**src/rtl/master_alu_if.sv**
```systemverilog
// Operand/result bundle between the decode stage and the master CPU execute stage.
interface master_alu_if;
    logic signed [31:0] Reg1;
    logic signed [31:0] Reg2;
    logic        [4:0]  IV_ShftRor;
    logic        [15:0] IV_Mov;
    logic        [3:0]  OpCode;
    logic        [3:0]  Cond;
    logic               S;
    logic signed [31:0] Result;
    logic        [3:0]  Flag;
    logic               Write_en;
    logic               memory_enable;

    modport master (
        output Reg1, Reg2, IV_ShftRor, IV_Mov, OpCode, Cond, S,
        input  Result, Flag, Write_en, memory_enable
    );

    modport slave (
        input  Reg1, Reg2, IV_ShftRor, IV_Mov, OpCode, Cond, S,
        output Result, Flag, Write_en, memory_enable
    );
endinterface

```
**src/rtl/master_alu.sv**
```systemverilog
// Execute stage of the master CPU: conditional ARM-style ALU with an NZCV
// flag register. Every output is registered, one cycle after the operands.
module master_alu (
    input  logic         Clk,
    input  logic         Reset,
    master_alu_if.slave  bus
);
    typedef enum logic [3:0] {
        OP_ADD = 4'h0, OP_SUB = 4'h1, OP_MUL = 4'h2, OP_ORR = 4'h3,
        OP_AND = 4'h4, OP_EOR = 4'h5, OP_MOV = 4'h6, OP_LSR = 4'h7,
        OP_LSL = 4'h8, OP_ROR = 4'h9, OP_CMP = 4'hA, OP_ASR = 4'hB,
        OP_LDR = 4'hC, OP_STR = 4'hD
    } op_t;

    logic [31:0] a, b;
    logic [4:0]  iv;
    logic        fn, fz, fc, fv;
    logic        pass;
    logic [32:0] sum, diff;
    logic [4:0]  rsh_idx, lsh_idx;
    logic [31:0] val;
    logic        c_n, v_n;
    logic        wr_op, mem_op, flag_op;
    logic [31:0] res_n;
    logic [3:0]  flag_n;
    logic        we_n, me_n;

    assign a  = bus.Reg1;
    assign b  = bus.Reg2;
    assign iv = bus.IV_ShftRor;
    assign {fn, fz, fc, fv} = bus.Flag;

    // Condition check against the currently held flags.
    always_comb begin
        pass = 1'b0;
        case (bus.Cond)
            4'h0: pass = fz;
            4'h1: pass = !fz;
            4'h2: pass = fc;
            4'h3: pass = !fc;
            4'h4: pass = fn;
            4'h5: pass = !fn;
            4'h6: pass = fv;
            4'h7: pass = !fv;
            4'h8: pass = fc && !fz;
            4'h9: pass = !fc || fz;
            4'hA: pass = (fn == fv);
            4'hB: pass = (fn != fv);
            4'hC: pass = !fz && (fn == fv);
            4'hD: pass = fz || (fn != fv);
            4'hE: pass = 1'b1;
            default: pass = 1'b0;
        endcase
    end

    // Operation datapath plus the carry/overflow each op would produce.
    // C and V default to their held values so logic ops, MUL, MOV and
    // zero-length shifts leave them untouched.
    always_comb begin
        sum     = {1'b0, a} + {1'b0, b};
        diff    = {1'b0, a} - {1'b0, b};
        rsh_idx = iv - 5'd1;         // last bit out of a right shift
        lsh_idx = ~iv + 5'd1;        // 32-iv: last bit out of a left shift
        val     = bus.Result;
        c_n     = fc;
        v_n     = fv;
        wr_op   = 1'b0;
        mem_op  = 1'b0;
        flag_op = 1'b0;
        case (op_t'(bus.OpCode))
            OP_ADD: begin
                val = sum[31:0]; c_n = sum[32];
                v_n = (a[31] == b[31]) && (sum[31] != a[31]);
                wr_op = 1'b1; flag_op = 1'b1;
            end
            OP_SUB, OP_CMP: begin
                val = diff[31:0]; c_n = ~diff[32];
                v_n = (a[31] != b[31]) && (diff[31] != a[31]);
                wr_op = (bus.OpCode == OP_SUB); flag_op = 1'b1;
            end
            OP_MUL: begin val = a * b;  wr_op = 1'b1; flag_op = 1'b1; end
            OP_ORR: begin val = a | b;  wr_op = 1'b1; flag_op = 1'b1; end
            OP_AND: begin val = a & b;  wr_op = 1'b1; flag_op = 1'b1; end
            OP_EOR: begin val = a ^ b;  wr_op = 1'b1; flag_op = 1'b1; end
            OP_MOV: begin val = {16'h0, bus.IV_Mov}; wr_op = 1'b1; flag_op = 1'b1; end
            OP_LSR: begin
                val = a >> iv; if (iv != 5'd0) c_n = a[rsh_idx];
                wr_op = 1'b1; flag_op = 1'b1;
            end
            OP_LSL: begin
                val = a << iv; if (iv != 5'd0) c_n = a[lsh_idx];
                wr_op = 1'b1; flag_op = 1'b1;
            end
            OP_ROR: begin
                // Shift by 32 yields zero, so iv=0 collapses to a plain copy.
                val = (a >> iv) | (a << (6'd32 - {1'b0, iv}));
                if (iv != 5'd0) c_n = a[rsh_idx];
                wr_op = 1'b1; flag_op = 1'b1;
            end
            OP_ASR: begin
                val = $signed(a) >>> iv; if (iv != 5'd0) c_n = a[rsh_idx];
                wr_op = 1'b1; flag_op = 1'b1;
            end
            OP_LDR, OP_STR: begin val = a; mem_op = 1'b1; end
            default: ;
        endcase
    end

    // Commit decision: what gets written, which pulse fires, whether flags move.
    always_comb begin
        res_n  = bus.Result;
        flag_n = bus.Flag;
        we_n   = 1'b0;
        me_n   = 1'b0;
        if (pass) begin
            if (wr_op || mem_op) res_n = val;
            we_n = wr_op;
            me_n = mem_op;
            if (flag_op && (bus.S || bus.OpCode == OP_CMP))
                flag_n = {val[31], (val == 32'd0), c_n, v_n};
        end
    end

    // Output/flag registers; reset wins over everything.
    always_ff @(posedge Clk) begin
        if (Reset) begin
            bus.Result        <= '0;
            bus.Flag          <= 4'b0000;
            bus.Write_en      <= 1'b0;
            bus.memory_enable <= 1'b0;
        end else begin
            bus.Result        <= res_n;
            bus.Flag          <= flag_n;
            bus.Write_en      <= we_n;
            bus.memory_enable <= me_n;
        end
    end
endmodule

```
**src/flat_wrapper.sv**
```systemverilog
// flat-port wrapper written by rule: the top's interface ports become plain ports
module master_alu_flat 
  (Clk, Reset, bus_Reg1, bus_Reg2, bus_IV_ShftRor, bus_IV_Mov, bus_OpCode, bus_Cond, bus_S, bus_Result, bus_Flag, bus_Write_en, bus_memory_enable);
  master_alu_if bus_i ();
  input  logic Clk;
  input  logic Reset;
  input wire logic [$bits(bus_i.Reg1)-1:0] bus_Reg1;
  input wire logic [$bits(bus_i.Reg2)-1:0] bus_Reg2;
  input wire logic [$bits(bus_i.IV_ShftRor)-1:0] bus_IV_ShftRor;
  input wire logic [$bits(bus_i.IV_Mov)-1:0] bus_IV_Mov;
  input wire logic [$bits(bus_i.OpCode)-1:0] bus_OpCode;
  input wire logic [$bits(bus_i.Cond)-1:0] bus_Cond;
  input wire logic [$bits(bus_i.S)-1:0] bus_S;
  output wire logic [$bits(bus_i.Result)-1:0] bus_Result;
  output wire logic [$bits(bus_i.Flag)-1:0] bus_Flag;
  output wire logic [$bits(bus_i.Write_en)-1:0] bus_Write_en;
  output wire logic [$bits(bus_i.memory_enable)-1:0] bus_memory_enable;
  assign bus_i.Reg1 = bus_Reg1;
  assign bus_i.Reg2 = bus_Reg2;
  assign bus_i.IV_ShftRor = bus_IV_ShftRor;
  assign bus_i.IV_Mov = bus_IV_Mov;
  assign bus_i.OpCode = bus_OpCode;
  assign bus_i.Cond = bus_Cond;
  assign bus_i.S = bus_S;
  assign bus_Result = bus_i.Result;
  assign bus_Flag = bus_i.Flag;
  assign bus_Write_en = bus_i.Write_en;
  assign bus_memory_enable = bus_i.memory_enable;
  master_alu u_core (.Clk(Clk), .Reset(Reset), .bus(bus_i));
endmodule
```
**config.mk**
```make
export PLATFORM = sky130hd
export DESIGN_NAME = master_alu_flat
export DESIGN_NICKNAME = d
export VERILOG_FILES = /design/src/rtl/master_alu_if.sv /design/src/rtl/master_alu.sv /design/src/flat_wrapper.sv
export SDC_FILE = /design/constraint.sdc
export NUM_CORES = 2
export LEC_CHECK = 0
export ABC_AREA = 0
export ABC_CLOCK_PERIOD_IN_PS = 9800
export CORE_ASPECT_RATIO = 1.4
export CORE_MARGIN = 2
export CORE_UTILIZATION = 60
export CTS_BUF_LIST = sky130_fd_sc_hd__clkbuf_8 sky130_fd_sc_hd__clkbuf_16
export CTS_CLUSTER_DIAMETER = 40
export DETAILED_ROUTE_END_ITERATION = 10
export PLACE_DENSITY_LB_ADDON = 0.2
export SLEW_MARGIN = 20
export SYNTH_ARGS = -nofsm -noshare
export SYNTH_HDL_FRONTEND = slang
export SYNTH_SLANG_ARGS = --single-unit
```
**constraint.sdc**
```tcl
create_clock -name Clk -period 9.8 [get_ports Clk]
set_clock_uncertainty 0.05 [all_clocks]
set_input_delay 0.98 -clock Clk [delete_from_list [all_inputs] [get_ports Clk]]
set_output_delay 0.98 -clock Clk [all_outputs]
set_load 0.05 [all_outputs]
```
==> results of run 1 <==
[Yosys cell counts (24+ instances only)]
master	count
nor2_1	520
inv_1	464
fa_1	410
nand2_1	389
ha_1	221
clkbuf_1	197
a21oi_1	180
o21ai_0	110
mux2i_1	97
xnor2_1	80
nor3_1	62
nand3_1	54
a211oi_1	50
o22ai_1	50
mux4_2	46
dfxtp_1	38
mux2_2	37
o211ai_1	35
buf_2	34
nand2b_1	33
a31oi_1	30
nor2b_1	26
xor2_1	26
a221oi_1	24
buf_1	24
nor4_1	24
[stage by stage]
stage / std cells / instance area, µm²
detailed placement: 4435 / 31620
floorplan: 3701 / 28690
CTS: 4443 / 31790
global placement: 4435 / 31610
[metal layers]
layer | GRT overflow | global-route usage
met4 | 2 | 0.6582
met1 | 0 | 0.6909
met5 | 0 | 0.08876
met3 | 0 | 0.4629
met2 | 5 | 0.8880
[cell families after synthesis]
group                    count (synthesis)
adder cells (fa/ha/maj)                631
AO/OA/AOI/OAI                          752
AND/OR/NAND/NOR                       1237
XOR/XNOR                               106
flip-flops                              38
multiplexers                           188
buffers and inverters                  749
==> impl_metrics.py, run 1 <==
metrics = {
    "die": {
        "rows": 94,
        "initial_core_util": 0.6083,
        "die_y_um": 262.7,
        "ios": 134,
        "die_w_um": 188.8,
    },
    "clock_network": {
        "clockRootBuffer": "clkbuf_16",
        "cts-resized-gates": 1,
        "cts_buffers": 5,
        "ctsHoldBuffers": 0,
        "post_cts_buffers": 0,
        "max-clock-path-buffers": 2,
        "cts_max_level": 2,
        "cts.sinks": 38,
    },
    "synth": {
        "synth_top_flop_cell": "dfxtp_1",
        "synthSimpleGateAreaFrac": 0.1899,
        "netlist_top_cells_area": "fa_1 (29%), ha_1 (9.6%), nor2_1 (6.8%)",
        "ys_warn_count": 0,
        "netlist.area_leader.share": 0.2861,
        "synth_cells": 3701,
        "synth_compound_area_frac": 0.1790,
        "synth_edf_count": 0,
        "synth_top_family_by_area": "adder cells",
        "synthXorXnorAreaFrac": 0.03236,
        "yosys.area_share.adder": 0.3825,
        "yosysTopAreaCell": "fa_1",
        "synth-seq-cells": 38,
        "synth_seq_area_share": 0.02652,
        "async_reset_ff_frac": 0,
        "synth.distinct_cells": 94,
        "muxShareOfSynthArea": 0.08797,
        "synth_area_um2": 28690,
        "syn_area_per_cell_um2": 7.751,
        "synth_nets": 4428,
    },
    "place": {
        "gp_congestion": 1.258,
        "pre_cts_ws_ns": -0.4399,
        "hpwlAfterDp_mm": 122.0,
        "port_buffers": 133,
    },
    "status": {
        "status": "aborted with a tool error",
        "lastStage": "global routing (5_1_grt)",
        "toolErrorMsg": "[ERROR GRT-0116] Global routing finished with congestion. Check the congestion regions in the DRC Viewer.",
    },
    "grt": {
        "grt_pass1_wl_mm": 243.2,
        "grt.total_usage": 0.6769,
        "grt_max_degree": 61,
        "grt-ovfl-total": 7,
        "grt_pass1_vias": 35240,
    },
}
==> inputs of run 2 (changes only) <==
CORE_ASPECT_RATIO = default   (was 1.4)
CORE_UTILIZATION = 40   (was 60)
CTS_BUF_LIST = default   (was sky130_fd_sc_hd__clkbuf_8 sky130_fd_sc_hd__clkbuf_16)
CTS_CLUSTER_DIAMETER = default   (was 40)
PLACE_DENSITY_LB_ADDON = 0.15   (was 0.2)
==> run 2 against run 1 <==
Compared with the run above:
- the run now ends clean
- synthesized area unchanged
- synthesized cell count did not move
==> impl_metrics.py, run 2 <==
metrics = {
    "drt": {
        "ant_nets": 0,
        "drc": 0,
        "viasPerCell": 6.367,
        "dr.pass1.iters": 7,
        "routed_wl_mm": 155.5,
        "drt_iter0_drc": 4257,
        "vias": 30920,
        "wire_per_inst_um": 32.02,
    },
    "final_layout": {
        "fillers": 7286,
        "top_regs": "u_core.bus.Result: 32 flops, u_core.bus.Flag: 4 flops",
        "mostFrequentLayoutCell": "nor2_1",
        "layout.nets": 4628,
        "largest_reg_flops": 32,
        "final_cell_mix": "nor2_1 (520), inv_1 (458), fa_1 (410), nand2_1 (389), buf_4 (314)",
        "layout.cells.non_filler": 4856,
        "top_register": "u_core.bus.Result",
        "stdcell_area_um2": 32940,
        "drive_above_1_share": 0.1235,
        "syn2layout_area_growth_pct": 14.81,
    },
    "clock_network": {
        "clockRootBuffer": "clkbuf_16",
        "cts_tree": "done",
        "insertion_delay_ns": 0.29,
        "max-clock-path-buffers": 2,
        "cts_max_level": 2,
        "cts.sinks": 38,
        "cts_buffers": 5,
        "clk_pin_slew_ns": 0.06,
    },
    "synth": {
        "synth.most_common_cell": "nor2_1",
        "ys_warn_count": 0,
        "syn_area_per_cell_um2": 7.751,
        "synth.distinct_cells": 94,
        "synth_seq_area_share": 0.02652,
        "synth_edf_count": 0,
        "netlist.area_leader.share": 0.2861,
        "synth_nets": 4428,
        "synth-seq-cells": 38,
        "synth_area_um2": 28690,
        "netlist_top_cells_count": "nor2_1 (520), inv_1 (464), fa_1 (410)",
        "async_reset_ff_frac": 0,
        "synth_cells": 3701,
        "yosysTopAreaCell": "fa_1",
        "synth_top_flop_cell": "dfxtp_1",
        "netlist_top_cells_area": "fa_1 (29%), ha_1 (9.6%), nor2_1 (6.8%)",
    },
    "place": {
        "pre_cts_ws_ns": -0.2134,
        "hpwlAfterDp_mm": 126.7,
        "placed_area_um2": 32680,
        "gp_congestion": 1.149,
        "port_buffers": 133,
        "dp_cells": 4838,
    },
    "die": {
        "ios": 134,
        "initial_core_util": 0.4027,
        "die_w_um": 271.8,
        "coreArea_um2": 71240,
        "dieArea_um2": 73880,
        "die_y_um": 271.8,
        "rows": 98,
    },
    "grt": {
        "grt-ovfl-total": 0,
        "grt_pass1_vias": 30480,
        "grt_max_degree": 55,
        "grt_antenna_before_repair": 11,
        "grt_pass1_wl_mm": 221.9,
        "grt.total_usage": 0.4163,
    },
    "sta": {
        "slew_headroom": 0.1082,
        "tightestPinTransition_ns": 1.338,
        "max_freq_ghz": 0.1042,
        "timing.hold.ws_ns": 0.4289,
        "rsz0062_at_grt": "no",
        "setup_slack_ns": 0.2029,
        "final-setup-viol-count": 0,
        "fin_crit_ns": 9.597,
        "drv_slew": 0,
        "hold_violations": 0,
        "post-route-period-util": 0.9793,
    },
    "critical_path": {
        "path_buf_inv": 5,
        "path_class": "input pin to flip-flop",
        "max_stage_delay_ns": 0.56,
        "cp.required_ns": 9.96,
        "cp.arrival_ns": 9.76,
        "cp-start-kind": "input pin",
        "slowest_stage": "fa_1",
        "crit_path_end_kind": "flip-flop",
        "crit_fanout": 19,
        "crit_family": "adder cells",
        "path_common_cell": "fa_1",
    },
    "status": {
        "status": "finished clean",
    },
    "worst_hold_path": {
        "hold_class": "flip-flop to flip-flop",
    },
    "run": {
        "max_cap_violations": 0,
    },
}
[run 2: cell counts after synthesis]
Identical to the previous run, type by type.
[run 2: per-layer routing]
layer	global-route usage	vias to the layer above	wire length, µm
met2	0.5967	2230	63200
met4	0.2263	12	10820
met5	0	-	108
li1	-	12890	-
met1	0.5541	15250	61060
met3	0.1336	534	20290
[run 2: timing repair]
item                       4_1_cts  5_1_grt
hold endpoints to repair         0        0
setup endpoints to repair        0        1
hold buffers                     0        0
resized for setup                0       15
setup buffers                    0        5
[run 2: final timing paths]
kind | from | end | slack [ns] | depth (start not counted)
max | bus_Reg1[11] | u_core.bus.Flag[2] | 0.20 | 26
min | u_core.bus.Result[27] | u_core.bus.Result[27] | 0.43 | 2
max reg2reg | u_core.bus.Flag[3] | u_core.bus.Flag[2] | 5.84 | 13
min reg2reg | u_core.bus.Result[27] | u_core.bus.Result[27] | 0.43 | 2
[run 2: tightest hold or removal path, cell delays in order, from the launching register on]
cell and delay [ns]:
dfxtp_1 0.32, nand2_1 0.06, a21oi_1 0.05
[run 2: layout make-up]
class	count	area [µm²]	share of cell area
Multi-Input combinational cell	2914	25100	0.7621
Inverter	484	1828	0.05550
Clock inverter	3	40.04	0.001216
Timing Repair Buffer	458	3882	0.1179
Clock buffer	5	125.1	0.003799
Antenna cell	4	10.01	0.0003039
Sequential cell	38	760.7	0.02310
Tap cell	950	1189	0.03609
[run 2: kinds of logic (layout without fill, tap and decap cells)]
| logic type | count (synthesis) | after routing | share of synthesized area |
|---|---|---|---|
| adder cells (fa/ha/maj) | 631 | 631 | 0.3825 |
| other | 0 | 4 | 0 |
| flip-flops | 38 | 38 | 0.02652 |
| XOR/XNOR | 106 | 106 | 0.03236 |
| AO/OA/AOI/OAI | 752 | 752 | 0.1790 |
| buffers and inverters | 749 | 950 | 0.1018 |
| AND/OR/NAND/NOR | 1237 | 1237 | 0.1899 |
| multiplexers | 188 | 188 | 0.08797 |
[run 2: stage by stage]
stage	TNS [ns]	utilization
5_1_grt	0	0.4622
2_1_floorplan	0	-
3_3_place_gp	-0.07769	0.4587
6_report	0	0.4623
4_1_cts	0	0.4610
3_5_place_dp	-0.2134	0.4587
Power of run 2 is left out: the tool's default activity adds up to more than one toggle a clock period on the data nets, which glitch-free logic cannot reach.
